===== config.mk =====
export PLATFORM = sky130hd
export DESIGN_NAME = sync_debounce
export DESIGN_NICKNAME = d
export VERILOG_FILES = /design/src/rtl/sync_debounce.sv
export SDC_FILE = /design/constraint.sdc
export NUM_CORES = 1
export LEC_CHECK = 0
export BUFFER_PORTS_ARGS = -buffer_cell sky130_fd_sc_hd__buf_4
export CAP_MARGIN = 20
export CORE_MARGIN = 2
export CORE_UTILIZATION = 30
export DETAILED_ROUTE_END_ITERATION = 16
export GPL_ROUTABILITY_DRIVEN = 0
export SETUP_SLACK_MARGIN = 0.4
export SYNTH_ARGS = -nofsm -noshare
export SYNTH_HDL_FRONTEND = slang
export SYNTH_SLANG_ARGS = --single-unit

===== constraint.sdc =====
create_clock -name clock -period 1.8 [get_ports clock]
set_input_delay 0.27 -clock clock [delete_from_list [all_inputs] [get_ports clock]]
set_output_delay 0.27 -clock clock [all_outputs]
set_load 0.02 [all_outputs]

===== src/rtl/sync_debounce.sv =====
// Multi-channel input conditioner: a flop synchronizer per channel followed by a
// stable-count debouncer producing a registered level, rise/fall pulses and an any-edge flag.
module sync_debounce #(
  parameter int unsigned      WIDTH       = 8,
  parameter int unsigned      STAGES      = 2,
  parameter int unsigned      DEBOUNCE    = 4,
  parameter logic [WIDTH-1:0] RESET_VALUE = {WIDTH{1'b0}}
) (
  input  logic             clock,
  input  logic             reset,
  input  logic [WIDTH-1:0] in,
  output logic [WIDTH-1:0] out,
  output logic [WIDTH-1:0] rise,
  output logic [WIDTH-1:0] fall,
  output logic             any_edge
);

  localparam int unsigned      CNT_W    = (DEBOUNCE > 1) ? $clog2(DEBOUNCE) : 1;
  localparam logic [CNT_W-1:0] CNT_MAX  = CNT_W'(DEBOUNCE - 1);
  localparam logic [CNT_W-1:0] CNT_ONE  = CNT_W'(1);
  localparam logic [CNT_W-1:0] CNT_ZERO = {CNT_W{1'b0}};

  logic [WIDTH-1:0] sync_r    [STAGES];
  logic [CNT_W-1:0] cnt_r     [WIDTH];
  logic [CNT_W-1:0] cnt_nxt_s [WIDTH];
  logic [WIDTH-1:0] sync_s;
  logic [WIDTH-1:0] out_nxt_s;
  logic [WIDTH-1:0] rise_s;
  logic [WIDTH-1:0] fall_s;

  assign sync_s = sync_r[STAGES-1];

  // plain flop chain; nothing may sit between stages
  always_ff @(posedge clock) begin
    if (reset) begin
      for (int i = 0; i < STAGES; i++) sync_r[i] <= RESET_VALUE;
    end else begin
      sync_r[0] <= in;
      for (int i = 1; i < STAGES; i++) sync_r[i] <= sync_r[i-1];
    end
  end

  // per-channel stable count: any agreement clears the count, so no partial credit survives a glitch
  always_comb begin
    out_nxt_s = out;
    for (int c = 0; c < WIDTH; c++) begin
      cnt_nxt_s[c] = CNT_ZERO;
      if (sync_s[c] != out[c]) begin
        if (cnt_r[c] == CNT_MAX) begin
          out_nxt_s[c] = sync_s[c];
        end else begin
          cnt_nxt_s[c] = cnt_r[c] + CNT_ONE;
        end
      end else begin
        cnt_nxt_s[c] = CNT_ZERO;
      end
    end
  end

  assign rise_s = out_nxt_s & ~out;
  assign fall_s = ~out_nxt_s & out;

  // registered level, pulses and counters; reset never produces a pulse
  always_ff @(posedge clock) begin
    if (reset) begin
      out      <= RESET_VALUE;
      rise     <= {WIDTH{1'b0}};
      fall     <= {WIDTH{1'b0}};
      any_edge <= 1'b0;
      for (int c = 0; c < WIDTH; c++) cnt_r[c] <= CNT_ZERO;
    end else begin
      out      <= out_nxt_s;
      rise     <= rise_s;
      fall     <= fall_s;
      any_edge <= |(rise_s | fall_s);
      for (int c = 0; c < WIDTH; c++) cnt_r[c] <= cnt_nxt_s[c];
    end
  end

endmodule


==> tab_implementation.tex, run 1 <==
\begin{tabular}{lr}
\hline
Metric & Value \\
\hline
\multicolumn{2}{l}{\textbf{Detailed routing}} \\
Via-per-instance ratio & 3.953 \\
Initial DRC count & 56 \\
Final routed wirelength across all metal layers & 3494 um \\
Via count & 1,332 \\
Number of design rule violations left after detail routing & 0 \\
Average routed wire per standard cell & 10.37 um \\
Router iterations before antenna repair & 3 \\
Count of nets left with antenna violations after detail routing & 0 \\
\multicolumn{2}{l}{\textbf{Outcome}} \\
Outcome & complete, no violations \\
\multicolumn{2}{l}{\textbf{Yosys}} \\
Synth Net Count & 212 \\
Number of distinct standard cells referenced by the synthesized netlist & 15 \\
Mean instance size in the synthesized netlist & 12.13 um\^{}2 \\
Register area share after synthesis & 52.84\% \\
Synth warn & 0 \\
Gate count after technology mapping & 178 \\
Post-synthesis cell area & 2160 um\^{}2 \\
\#FFs+latches synth & 57 \\
\multicolumn{2}{l}{\textbf{Timing}} \\
Total Neg Setup Slack & 0 ns \\
Hold WS & 0.1486 ns \\
Headroom to the max-slew limit & 77.13\% \\
Final slew viol count & 0 \\
Final number of hold-violating endpoints & 0 \\
Achievable clock frequency & 0.6813 GHz \\
Final-report setup violation count & 0 \\
Time the final worst path needs with I/O delays and setup & 1.468 ns \\
Final clock skew & around 0.0077 ns \\
RSZ-0062 raised after global routing & yes \\
Part of the cycle the worst path needs & 81.54\% \\
Worst slew pin tran & between 0.3 and 0.4 ns \\
\multicolumn{2}{l}{\textbf{Cells and area}} \\
Area growth from synthesis to layout & 44.73\% \\
Most used cells in the layout excluding fill and tap cells & 52 x buf\_4, 41 x dfxtp\_1, 32 x nor2b\_1 \\
Share of final-layout standard cells stronger than drive strength 1 & 49.79\% \\
Number of nets at the end of the flow & 270 \\
Commonest non-fill, non-tap cell in the layout & buf\_4 \\
Antenna diode count & 0 \\
Post-layout instance count excluding filler cells & 337 \\
\multicolumn{2}{l}{\textbf{Power and ir drop}} \\
Leakage & 1.261 nW \\
Pwr Density & approximately 860 nW/um\^{}2 \\
Final Power & 2.690 mW \\
IR Drop Worst-Case VDD & 0.7145 mV \\
\multicolumn{2}{l}{\textbf{Critical path}} \\
Maximum fanout along the worst path & 3 \\
CP Data Arrival Time & 1.69 ns \\
Peak per-stage delay on the critical path & 0.35 ns \\
Most numerous cell on the critical path & ha\_4 \\
Worst R2R Path Depth & 6 \\
Ordered cell list for the critical path & ha\_4 -> mux2i\_4 -> inv\_2 -> ha\_4 -> and4\_4 -> a21oi\_2 \\
Worst Setup Path Type & flop to flop \\
Data required, critical path & 2.02 ns \\
Slowest stage cell on the critical path & dfxtp\_2 \\
Capturing element type of the critical path & flop \\
Critical Path Start Type & flop \\
\multicolumn{2}{l}{\textbf{Floorplanning}} \\
Overall die width & between 80 and 90 um \\
I/O pins & 35 \\
Die Y & between 80 and 90 um \\
Core area & 6869 um\^{}2 \\
Overall die area & roughly 8000 um\^{}2 \\
Starting density of the core & 31.44\% \\
Count of standard-cell rows & 30 \\
\multicolumn{2}{l}{\textbf{Worst hold path}} \\
Worst hold-check path type & primary input to flop \\
Cells on Worst Hold Path & 2 \\
\multicolumn{2}{l}{\textbf{Placement}} \\
Placed insts & 303 \\
Buffers on Ports & 34 \\
DP HPWL & roughly 2200 um \\
\multicolumn{2}{l}{\textbf{Clock network}} \\
Clock transition at the register clock pins on the worst setup and hold paths after CTS & 0.06 ns \\
CTS tree & yes \\
Clock tree buffer depth & 2 \\
Number of buffers created by CTS & 9 \\
Post-cts hold buffer count & 0 \\
Cell at the root of the clock tree & clkbuf\_8 \\
Later-pin clock latency in the skew report & 0.33 ns \\
Sinks on the clock net & 57 \\
\# H-tree levels & 3 \\
\multicolumn{2}{l}{\textbf{Global routing}} \\
GRT overflow & 0 \\
Wire length of the first global-routing pass & about 5600 um \\
Overall global routing resource usage & 9.940\% \\
Number of global-route vias before repair & 1,265 \\
Largest net degree at the start of global routing & 31 \\
Antenna violations before repair & 0 \\
\multicolumn{2}{l}{\textbf{Job}} \\
Max capacitance violation total & 0 \\
\hline
\end{tabular}
## flip-flops by register name (all words and copies together), names as in the netlist
register / cells
any_edge: 1
sync_r: 16
out: 8
cnt_r: 16
rise: 8
fall: 8
## cells in the mapped netlist
cell type,instances,area (um^2)
nor4_2,8,100.1
a21oi_1,1,5.000
nor2_1,8,30.03
nor4b_2,6,90.09
ha_1,24,300.3
clkbuf_1,1,3.750
mux2i_1,8,80.08
nor2b_1,32,200.2
inv_1,16,60.06
buf_2,2,10.01
and4_1,2,17.52
dfxtp_1,57,1141
xnor2_1,8,70.07
nor4b_1,2,17.52
buf_6,3,33.78
## power breakdown
| group | switching [mW] | leakage, nW | internal (mW) |
|---|---|---|---|
| registers | 0.0151 | 0.472 | 1.28 |
| clock network | 0.459 | 0.111 | 0.857 |
| logic | 0.0360 | 0.678 | 0.0395 |
| total | 0.511 | 1.26 | 2.18 |
## per-layer routing
metal	vias to the layer above	routed length, um	global-route usage [%]
li1	697	-	-
met1	598	1591	11.58
met2	32	1596	14.59
met3	5	269	5.690
met4	0	36	4.959
met5	-	0	0
## critical path, delay by kind of cell, from the launching register on
kind            cells  cell delay (ns)
buf+inv             1             0.07
simple gates        1             0.21
mux                 1             0.24
flops               1             0.35
fa+ha+maj           2             0.43
compound gates      1             0.05
## through the flow
step,instance area [um^2],setup slack (ns),util [%]
floorplan,2297,0.4016,-
global placement,2645,0.2816,38.51
detailed placement,2645,0.2557,38.51
CTS,3038,0.3314,44.23
global route,3126,0.2800,45.50
finish,3126,0.3322,45.50
## logic make-up (layout without fill, tap and decap cells)
| group | count (synthesis) | count (layout) | synth area share [%] |
|---|---|---|---|
| and+or+nand+nor | 58 | 58 | 21.09 |
| DFF | 57 | 57 | 52.84 |
| adders and majority gates | 24 | 24 | 13.91 |
| buffers and inverters | 22 | 85 | 4.982 |
| xor gates and xnor gates | 8 | 8 | 3.245 |
| muxes | 8 | 8 | 3.708 |
| AOI/OAI and AO/OA | 1 | 1 | 0.2315 |
## layout make-up
type,count,area (um^2)
clock buffer,14,162.7
multi-input combinational,99,1146
clock inverter,2,60.06
sequential,57,1166
fill,643,3744
tap,96,120.1
timing repair buffer,53,410.4
inverter,16,60.06
## final timing paths
| check | slack (ns) | startpoint | endpoint |
|---|---|---|---|
| min | 0.15 | in[3] | sync_r[0][3]$_SDFF_PP0_ |
| max | 0.33 | cnt_r[0][2]$_SDFF_PP0_ | any_edge$_SDFF_PP0_ |
| min reg2reg | 0.43 | sync_r[0][7]$_SDFF_PP0_ | sync_r[0][15]$_SDFF_PP0_ |
| max reg2reg | 0.33 | cnt_r[0][2]$_SDFF_PP0_ | any_edge$_SDFF_PP0_ |
## repair_timing
item,CTS,global route
resized for setup,17,10
pin swaps,7,8
setup endpoints to repair,1,1
buffers inserted,12,6
endpoints found under the hold margin,0,0
(Power assumes the default switching activity.)
==> inputs of run 2 (changes only) <==
clock period = 1.5 ns   (was 1.8 ns; I/O delays follow)
==> run 2 against run 1 <==
Sequential share of layout area decreased by 3.0 points; critical path depth unchanged; clock skew decreased by 0.0030 ns; combinational power increased by 47%; count of clock-buffer cells in the layout decreased by 3; register-to-register slack got worse by 0.27 ns; cell count increased by 5.9%; via count increased by 8.8%; core utilization increased by 4.9 points; sequential power increased by 18%.
==> tab_implementation.tex, run 2 (synthesis results as in run 1) <==
\begin{tabular}{lr}
\hline
Metric & Value \\
\hline
\multicolumn{2}{l}{\textbf{Detailed routing}} \\
Count of nets left with antenna violations after detail routing & 0 (unchanged) \\
Average routed wire per standard cell & 10.64 um (+2.6\%) \\
Initial DRC count & 27 (-52\%) \\
Via count & 1,449 (+8.8\%) \\
Via-per-instance ratio & 4.059 (+2.7\%) \\
Number of design rule violations left after detail routing & 0 (unchanged) \\
Router iterations before antenna repair & 4 (+1) \\
Final routed wirelength across all metal layers & 3798 um (+8.7\%) \\
\multicolumn{2}{l}{\textbf{Cells and area}} \\
Util after Layout & 50.42\% (+4.9 points) \\
Commonest non-fill, non-tap cell in the layout & buf\_4 \\
Total of fill cells in the finished design & 616 (-4.2\%) \\
Largest registers & cnt\_r (16), sync\_r (16) \\
Share of final-layout standard cells stronger than drive strength 1 & 64.37\% (+15 points) \\
Most used cells in the layout excluding fill and tap cells & 58 x buf\_4, 33 x dfxtp\_1, 25 x nor2b\_1 \\
Antenna diode count & 0 (unchanged) \\
Area growth from synthesis to layout & 60.37\% \\
Area used by sequential logic in the layout & 1189 um\^{}2 (+1.9\%) \\
Post-layout instance count excluding filler cells & 357 (+5.9\%) \\
Area occupied by multi-input gates & 1252 um\^{}2 (+9.3\%) \\
Number of nets at the end of the flow & 290 (+7.4\%) \\
Design area & 3463 um\^{}2 (+11\%) \\
\multicolumn{2}{l}{\textbf{Critical path}} \\
Maximum fanout along the worst path & 2 (-1) \\
First element of the critical path & cnt\_r[0][6]\$\_SDFF\_PP0\_ \\
Worst Setup Path Type & flop to flop \\
Capturing element type of the critical path & flop \\
Data required, critical path & 1.72 ns (-0.30 ns) \\
Worst R2R Start & cnt\_r[0][6]\$\_SDFF\_PP0\_ \\
Critical Path Start Type & flop \\
Endpoint of the lowest-slack register-to-register path & any\_edge\$\_SDFF\_PP0\_ \\
Worst R2R Path Depth & 6 (unchanged) \\
CP Data Arrival Time & 1.66 ns (-0.03 ns) \\
Register-to-register setup slack & 0.06 ns (-0.27 ns) \\
\multicolumn{2}{l}{\textbf{Placement}} \\
Placed insts & 314 (+3.6\%) \\
DP HPWL & 2416 um (+9.7\%) \\
Buffers on Ports & 34 (unchanged) \\
Instance area after placement & 2745 um\^{}2 (+3.8\%) \\
\multicolumn{2}{l}{\textbf{Power and ir drop}} \\
Pwr Density & 945.4 nW/um\^{}2 (+9.8\%) \\
Net Sw Frac & 20.42\% (+1.4 points) \\
Sequential power share & 47.2\% (-1.1 points) \\
IR Drop Worst-Case VDD & 0.5927 mV (-17\%) \\
Clk pwr share & 49.4\% (+0.5 points) \\
Internal cell power & 2.606 mW (+20\%) \\
Leakage & 1.375 nW (+9.1\%) \\
Power dissipated by switching net loads & 0.6685 mW (+31\%) \\
Share of total power in combinational logic & 3.4\% (+0.6 points) \\
\multicolumn{2}{l}{\textbf{Timing}} \\
Headroom to the max-slew limit & 73.07\% (-4.1 points) \\
Final-report setup violation count & 0 (unchanged) \\
Final slew viol count & 0 (unchanged) \\
Achievable clock frequency & 0.6952 GHz (+2.0\%) \\
Part of the cycle the worst path needs & 95.90\% (+14 points) \\
Worst slew pin tran & 0.4011 ns (+0.05812 ns) \\
RSZ-0062 raised after global routing & yes \\
Time the final worst path needs with I/O delays and setup & 1.438 ns (-0.02932 ns) \\
Final clock skew & 0.004728 ns (-0.003020 ns) \\
Final number of hold-violating endpoints & 0 (unchanged) \\
\multicolumn{2}{l}{\textbf{Clock network}} \\
Clock transition at the register clock pins on the worst setup and hold paths after CTS & 0.06 ns (about the same) \\
Post-cts hold buffer count & 0 (unchanged) \\
Number of buffers created by CTS & 9 (unchanged) \\
Clock tree buffer depth & 2 (unchanged) \\
CTS tree & yes \\
Sinks on the clock net & 57 (unchanged) \\
\# H-tree levels & 3 (unchanged) \\
Later-pin clock latency in the skew report & 0.33 ns (about the same) \\
Cell at the root of the clock tree & clkbuf\_8 \\
\multicolumn{2}{l}{\textbf{Worst hold path}} \\
Cells on Worst Hold Path & 2 (unchanged) \\
Worst hold-check path type & primary input to flop \\
Hold wc startpoint & in[5] \\
Endpoint, Worst Hold & sync\_r[0][5]\$\_SDFF\_PP0\_ \\
\multicolumn{2}{l}{\textbf{Floorplanning}} \\
Starting density of the core & 31.44\% (unchanged) \\
Count of standard-cell rows & 30 (unchanged) \\
Core area & 6869 um\^{}2 (unchanged) \\
I/O pins & 35 (unchanged) \\
Overall die area & 7893 um\^{}2 (unchanged) \\
Die Y & 88.85 um (unchanged) \\
Overall die width & 88.85 um (unchanged) \\
\multicolumn{2}{l}{\textbf{Global routing}} \\
Overall global routing resource usage & 10.50\% (+0.56 points) \\
Number of global-route vias before repair & 1,343 (+6.2\%) \\
GRT overflow & 0 (unchanged) \\
Largest net degree at the start of global routing & 21 (-32\%) \\
Antenna violations before repair & 0 (unchanged) \\
Wire length of the first global-routing pass & 6210 um (+10\%) \\
\multicolumn{2}{l}{\textbf{Job}} \\
Max capacitance violation total & 0 (unchanged) \\
\multicolumn{2}{l}{\textbf{Outcome}} \\
Outcome & complete, no violations \\
\hline
\end{tabular}
[run 2: cell types whose count changed in the layout (fill, tap and decap cells not counted), sizes merged]
cell,before,now
clkinv,0,2
buf,53,73
clkbuf,14,11
clkinvlp,0,1
[run 2: power by group through the flow]
| stage | Combinational (mW) | Sequential (mW) | Clock, mW |
|---|---|---|---|
| 2_1_floorplan | 0.0644 | 1.59 | 0 |
| 3_3_place_gp | 0.0928 | 1.59 | 0 |
| 3_5_place_dp | 0.0934 | 1.59 | 0 |
| 4_1_cts | 0.104 | 1.54 | 1.67 |
| 5_1_grt | 0.124 | 1.55 | 1.75 |
| 6_report | 0.111 | 1.54 | 1.62 |
[run 2: metal layers]
layer | GRT usage (%) | share of wire (%) | vias up | wire, um
li1 | - | - | 736 | -
met1 | 13.06 | 43 | 677 | 1634
met2 | 15.20 | 49 | 26 | 1864
met3 | 4.198 | 5.6 | 10 | 213
met4 | 6.336 | 2.3 | 0 | 87
met5 | 0 | 0 | - | 0
[run 2: critical path, cell delays in order (launching register included)]
cell,delay (ns)
dfxtp_2,0.36
ha_4,0.15
mux2i_2,0.22
inv_1,0.07
ha_2,0.30
and4_1,0.18
a21oi_1,0.06
[run 2: repair_timing]
item,4_1_cts,5_1_grt
setup buffers,14,13
pin swaps,9,14
hold endpoints to repair,0,0
endpoints found under the setup margin,25,25
cloned,0,0
resized for setup,28,39
[run 2: how the worst max path moves through the flow]
stage          cells past startpoint  slack [ns]                   to
3_5_place_dp                       6        0.03  any_edge$_SDFF_PP0_
6_report                           6        0.06  any_edge$_SDFF_PP0_
2_1_floorplan                      6        0.10  any_edge$_SDFF_PP0_
3_3_place_gp                       6        0.03  any_edge$_SDFF_PP0_
5_1_grt                            6       -0.05  any_edge$_SDFF_PP0_
4_1_cts                            6        0.06  any_edge$_SDFF_PP0_
[run 2: layout make-up]
class | count | area share, %
sequential | 57 | 34.32
clock inverter | 5 | 2.240
inverter | 16 | 1.734
clock buffer | 11 | 4.371
timing repair buffer | 73 | 17.70
tap | 96 | 3.468
multi-input combinational | 99 | 36.16
[run 2: through the flow]
stage               setup TNS [ns]  hold WS [ns]  worst slack [ns]  power [mW]
floorplan                        0        0.3532            0.1016       1.653
global placement                 0        0.4173           0.02548       1.684
detailed placement               0        0.4239           0.02546       1.685
CTS                              0       0.09451           0.05883       3.318
global route              -0.04772        0.1005          -0.04772       3.419
finish                           0        0.1082           0.06154       3.274
==> inputs of run 3 (changes only) <==
clock period = 1.66 ns   (was 1.5 ns; I/O delays follow)
==> run 3 against run 2 <==
Combinational power decreased by 22%; sequential share of layout area increased by 2.5 points; non-clock buffer count decreased by 10; critical path depth unchanged; maximum frequency decreased by 2.9%; register-to-register slack improved by 0.12 ns; count of clock-buffer cells in the layout increased by 2.
==> tab_implementation.tex, run 3 (synthesis results as in run 1) <==
\begin{tabular}{lr}
\hline
Metric & Value \\
\hline
\multicolumn{2}{l}{\textbf{Outcome}} \\
Outcome & complete, no violations \\
\multicolumn{2}{l}{\textbf{Timing}} \\
Hold WS & 0.1241 ns (+0.01588 ns) \\
Final number of hold-violating endpoints & 0 (unchanged) \\
Final clock skew & 0.006894 ns (+0.002166 ns) \\
Total Neg Setup Slack & 0 ns (unchanged) \\
Time the final worst path needs with I/O delays and setup & 1.482 ns (+0.04361 ns) \\
Final slew viol count & 0 (unchanged) \\
Headroom to the max-slew limit & 74.44\% (+1.4 points) \\
RSZ-0062 raised after global routing & yes \\
Achievable clock frequency & 0.6747 GHz (-2.9\%) \\
Part of the cycle the worst path needs & 89.28\% (-6.6 points) \\
Worst slew pin tran & 0.3834 ns (-0.01768 ns) \\
Final-report setup violation count & 0 (unchanged) \\
\multicolumn{2}{l}{\textbf{Cells and area}} \\
Number of nets at the end of the flow & 280 (-3.4\%) \\
Antenna diode count & 0 (unchanged) \\
Largest registers & cnt\_r (16), sync\_r (16) \\
Commonest non-fill, non-tap cell in the layout & buf\_4 \\
Area growth from synthesis to layout & 47.10\% \\
Share of final-layout standard cells stronger than drive strength 1 & 53.78\% (-11 points) \\
Most used cells in the layout excluding fill and tap cells & 61 x buf\_4, 37 x dfxtp\_1, 32 x nor2b\_1 \\
\multicolumn{2}{l}{\textbf{Critical path}} \\
Data required, critical path & 1.87 ns (+0.15 ns) \\
CP Data Arrival Time & 1.69 ns (+0.03 ns) \\
Worst Setup Path Type & flop to flop \\
Critical Path Start Type & flop \\
Maximum fanout along the worst path & 2 (unchanged) \\
Capturing element type of the critical path & flop \\
\multicolumn{2}{l}{\textbf{Power and ir drop}} \\
Internal cell power & 2.168 mW (-17\%) \\
Sequential power share & 51.5\% (+4.3 points) \\
Final Power & 2.733 mW (-17\%) \\
IR Drop Worst-Case VDD & 0.3211 mV (-46\%) \\
Power dissipated by switching net loads & 0.5646 mW (-16\%) \\
Net Sw Frac & 20.66\% (+0.25 points) \\
Pwr Density & 860.2 nW/um\^{}2 (-9.0\%) \\
Clk pwr share & 45.3\% (-4.1 points) \\
Share of total power in combinational logic & 3.2\% (-0.2 points) \\
Leakage & 1.299 nW (-5.6\%) \\
\multicolumn{2}{l}{\textbf{Clock network}} \\
Later-pin clock latency in the skew report & 0.33 ns (about the same) \\
Number of buffers created by CTS & 9 (unchanged) \\
Clock tree buffer depth & 2 (unchanged) \\
\# H-tree levels & 3 (unchanged) \\
Sinks on the clock net & 57 (unchanged) \\
Cell at the root of the clock tree & clkbuf\_8 \\
CTS tree & yes \\
Post-cts hold buffer count & 0 (unchanged) \\
Clock transition at the register clock pins on the worst setup and hold paths after CTS & 0.06 ns (about the same) \\
\multicolumn{2}{l}{\textbf{Floorplanning}} \\
Core area & 6869 um\^{}2 (unchanged) \\
Overall die area & 7893 um\^{}2 (unchanged) \\
Starting density of the core & 31.44\% (unchanged) \\
I/O pins & 35 (unchanged) \\
Count of standard-cell rows & 30 (unchanged) \\
Die Y & 88.85 um (unchanged) \\
Overall die width & 88.85 um (unchanged) \\
\multicolumn{2}{l}{\textbf{Detailed routing}} \\
Router iterations before antenna repair & 2 (-2) \\
Average routed wire per standard cell & 10.42 um (-2.0\%) \\
Number of design rule violations left after detail routing & 0 (unchanged) \\
Via-per-instance ratio & 4.037 (-0.53\%) \\
Final routed wirelength across all metal layers & 3617 um (-4.8\%) \\
Initial DRC count & 60 (+120\%) \\
Count of nets left with antenna violations after detail routing & 0 (unchanged) \\
Via count & 1,401 (-3.3\%) \\
\multicolumn{2}{l}{\textbf{Global routing}} \\
Number of global-route vias before repair & 1,219 (-9.2\%) \\
GRT overflow & 0 (unchanged) \\
Wire length of the first global-routing pass & 5471 um (-12\%) \\
Overall global routing resource usage & 9.667\% (-0.83 points) \\
Antenna violations before repair & 0 (unchanged) \\
Largest net degree at the start of global routing & 32 (+52\%) \\
\multicolumn{2}{l}{\textbf{Placement}} \\
DP HPWL & 2246 um (-7.1\%) \\
Buffers on Ports & 34 (unchanged) \\
\multicolumn{2}{l}{\textbf{Job}} \\
Max capacitance violation total & 0 (unchanged) \\
\multicolumn{2}{l}{\textbf{Worst hold path}} \\
Worst hold-check path type & primary input to flop \\
\hline
\end{tabular}
==> run 3: worst paths after layout <==
path | end | slack (ns) | cells past startpoint | startpoint
setup / recovery | any_edge$_SDFF_PP0_ | 0.18 | 6 | cnt_r[1][6]$_SDFF_PP0_
hold / removal | sync_r[0][7]$_SDFF_PP0_ | 0.12 | 2 | in[7]
setup reg to reg | any_edge$_SDFF_PP0_ | 0.18 | 6 | cnt_r[1][6]$_SDFF_PP0_
hold reg to reg | sync_r[0][8]$_SDFF_PP0_ | 0.43 | 1 | sync_r[0][0]$_SDFF_PP0_
==> run 3: cell type report <==
type	instances	area, um^2
inverter	16	60.06
clock inverter	3	40.04
sequential	57	1169
tap	96	120.1
multi-input combinational	99	1150
fill	649	3692
timing repair buffer	63	489.2
clock buffer	13	148.9
==> run 3: layer usage <==
| layer | vias up | share of wire [%] | track usage (%) |
|---|---|---|---|
| li1 | 715 | - | - |
| met1 | 648 | 46 | 12.20 |
| met2 | 33 | 48 | 13.16 |
| met3 | 5 | 5.2 | 4.198 |
| met4 | 0 | 1.0 | 6.612 |
| met5 | - | 0 | 0 |
==> run 3: per-stage QoR <==
stage                     utilization [%]  cells  setup slack [ns]  area [um^2]
after CTS                           43.19    331            0.1817         2967
after detailed placement            38.51    303            0.1221         2645
after global placement              38.51    303            0.1198         2645
final                               46.25    347            0.1779         3177
after floorplan                         -    178            0.2616         2297
after global routing                46.25    347            0.1148         3177
==> run 3: power by group through the flow <==
stage               clock (mW)  sequential, mW  combinational (mW)
finish                    1.24            1.41              0.0866
global route              1.35            1.41              0.0973
CTS                       1.29            1.41              0.0835
detailed placement           0            1.44              0.0807
global placement             0            1.44              0.0797
floorplan                    0            1.44              0.0581
==> run 3: critical path, cell delays in order, from the launching register on <==
cell and delay, ns:
dfxtp_2 0.35, ha_4 0.15, mux2i_4 0.22, inv_1 0.06
ha_1 0.29, and4_4 0.24, a21oi_2 0.05
==> run 3: repair_timing <==
| item | 4_1_cts | 5_1_grt |
|---|---|---|
| setup buffers | 12 | 16 |
| cloned | 0 | 0 |
| setup endpoints to repair | 6 | 15 |
| pin swaps | 7 | 16 |
| resized for setup | 10 | 22 |
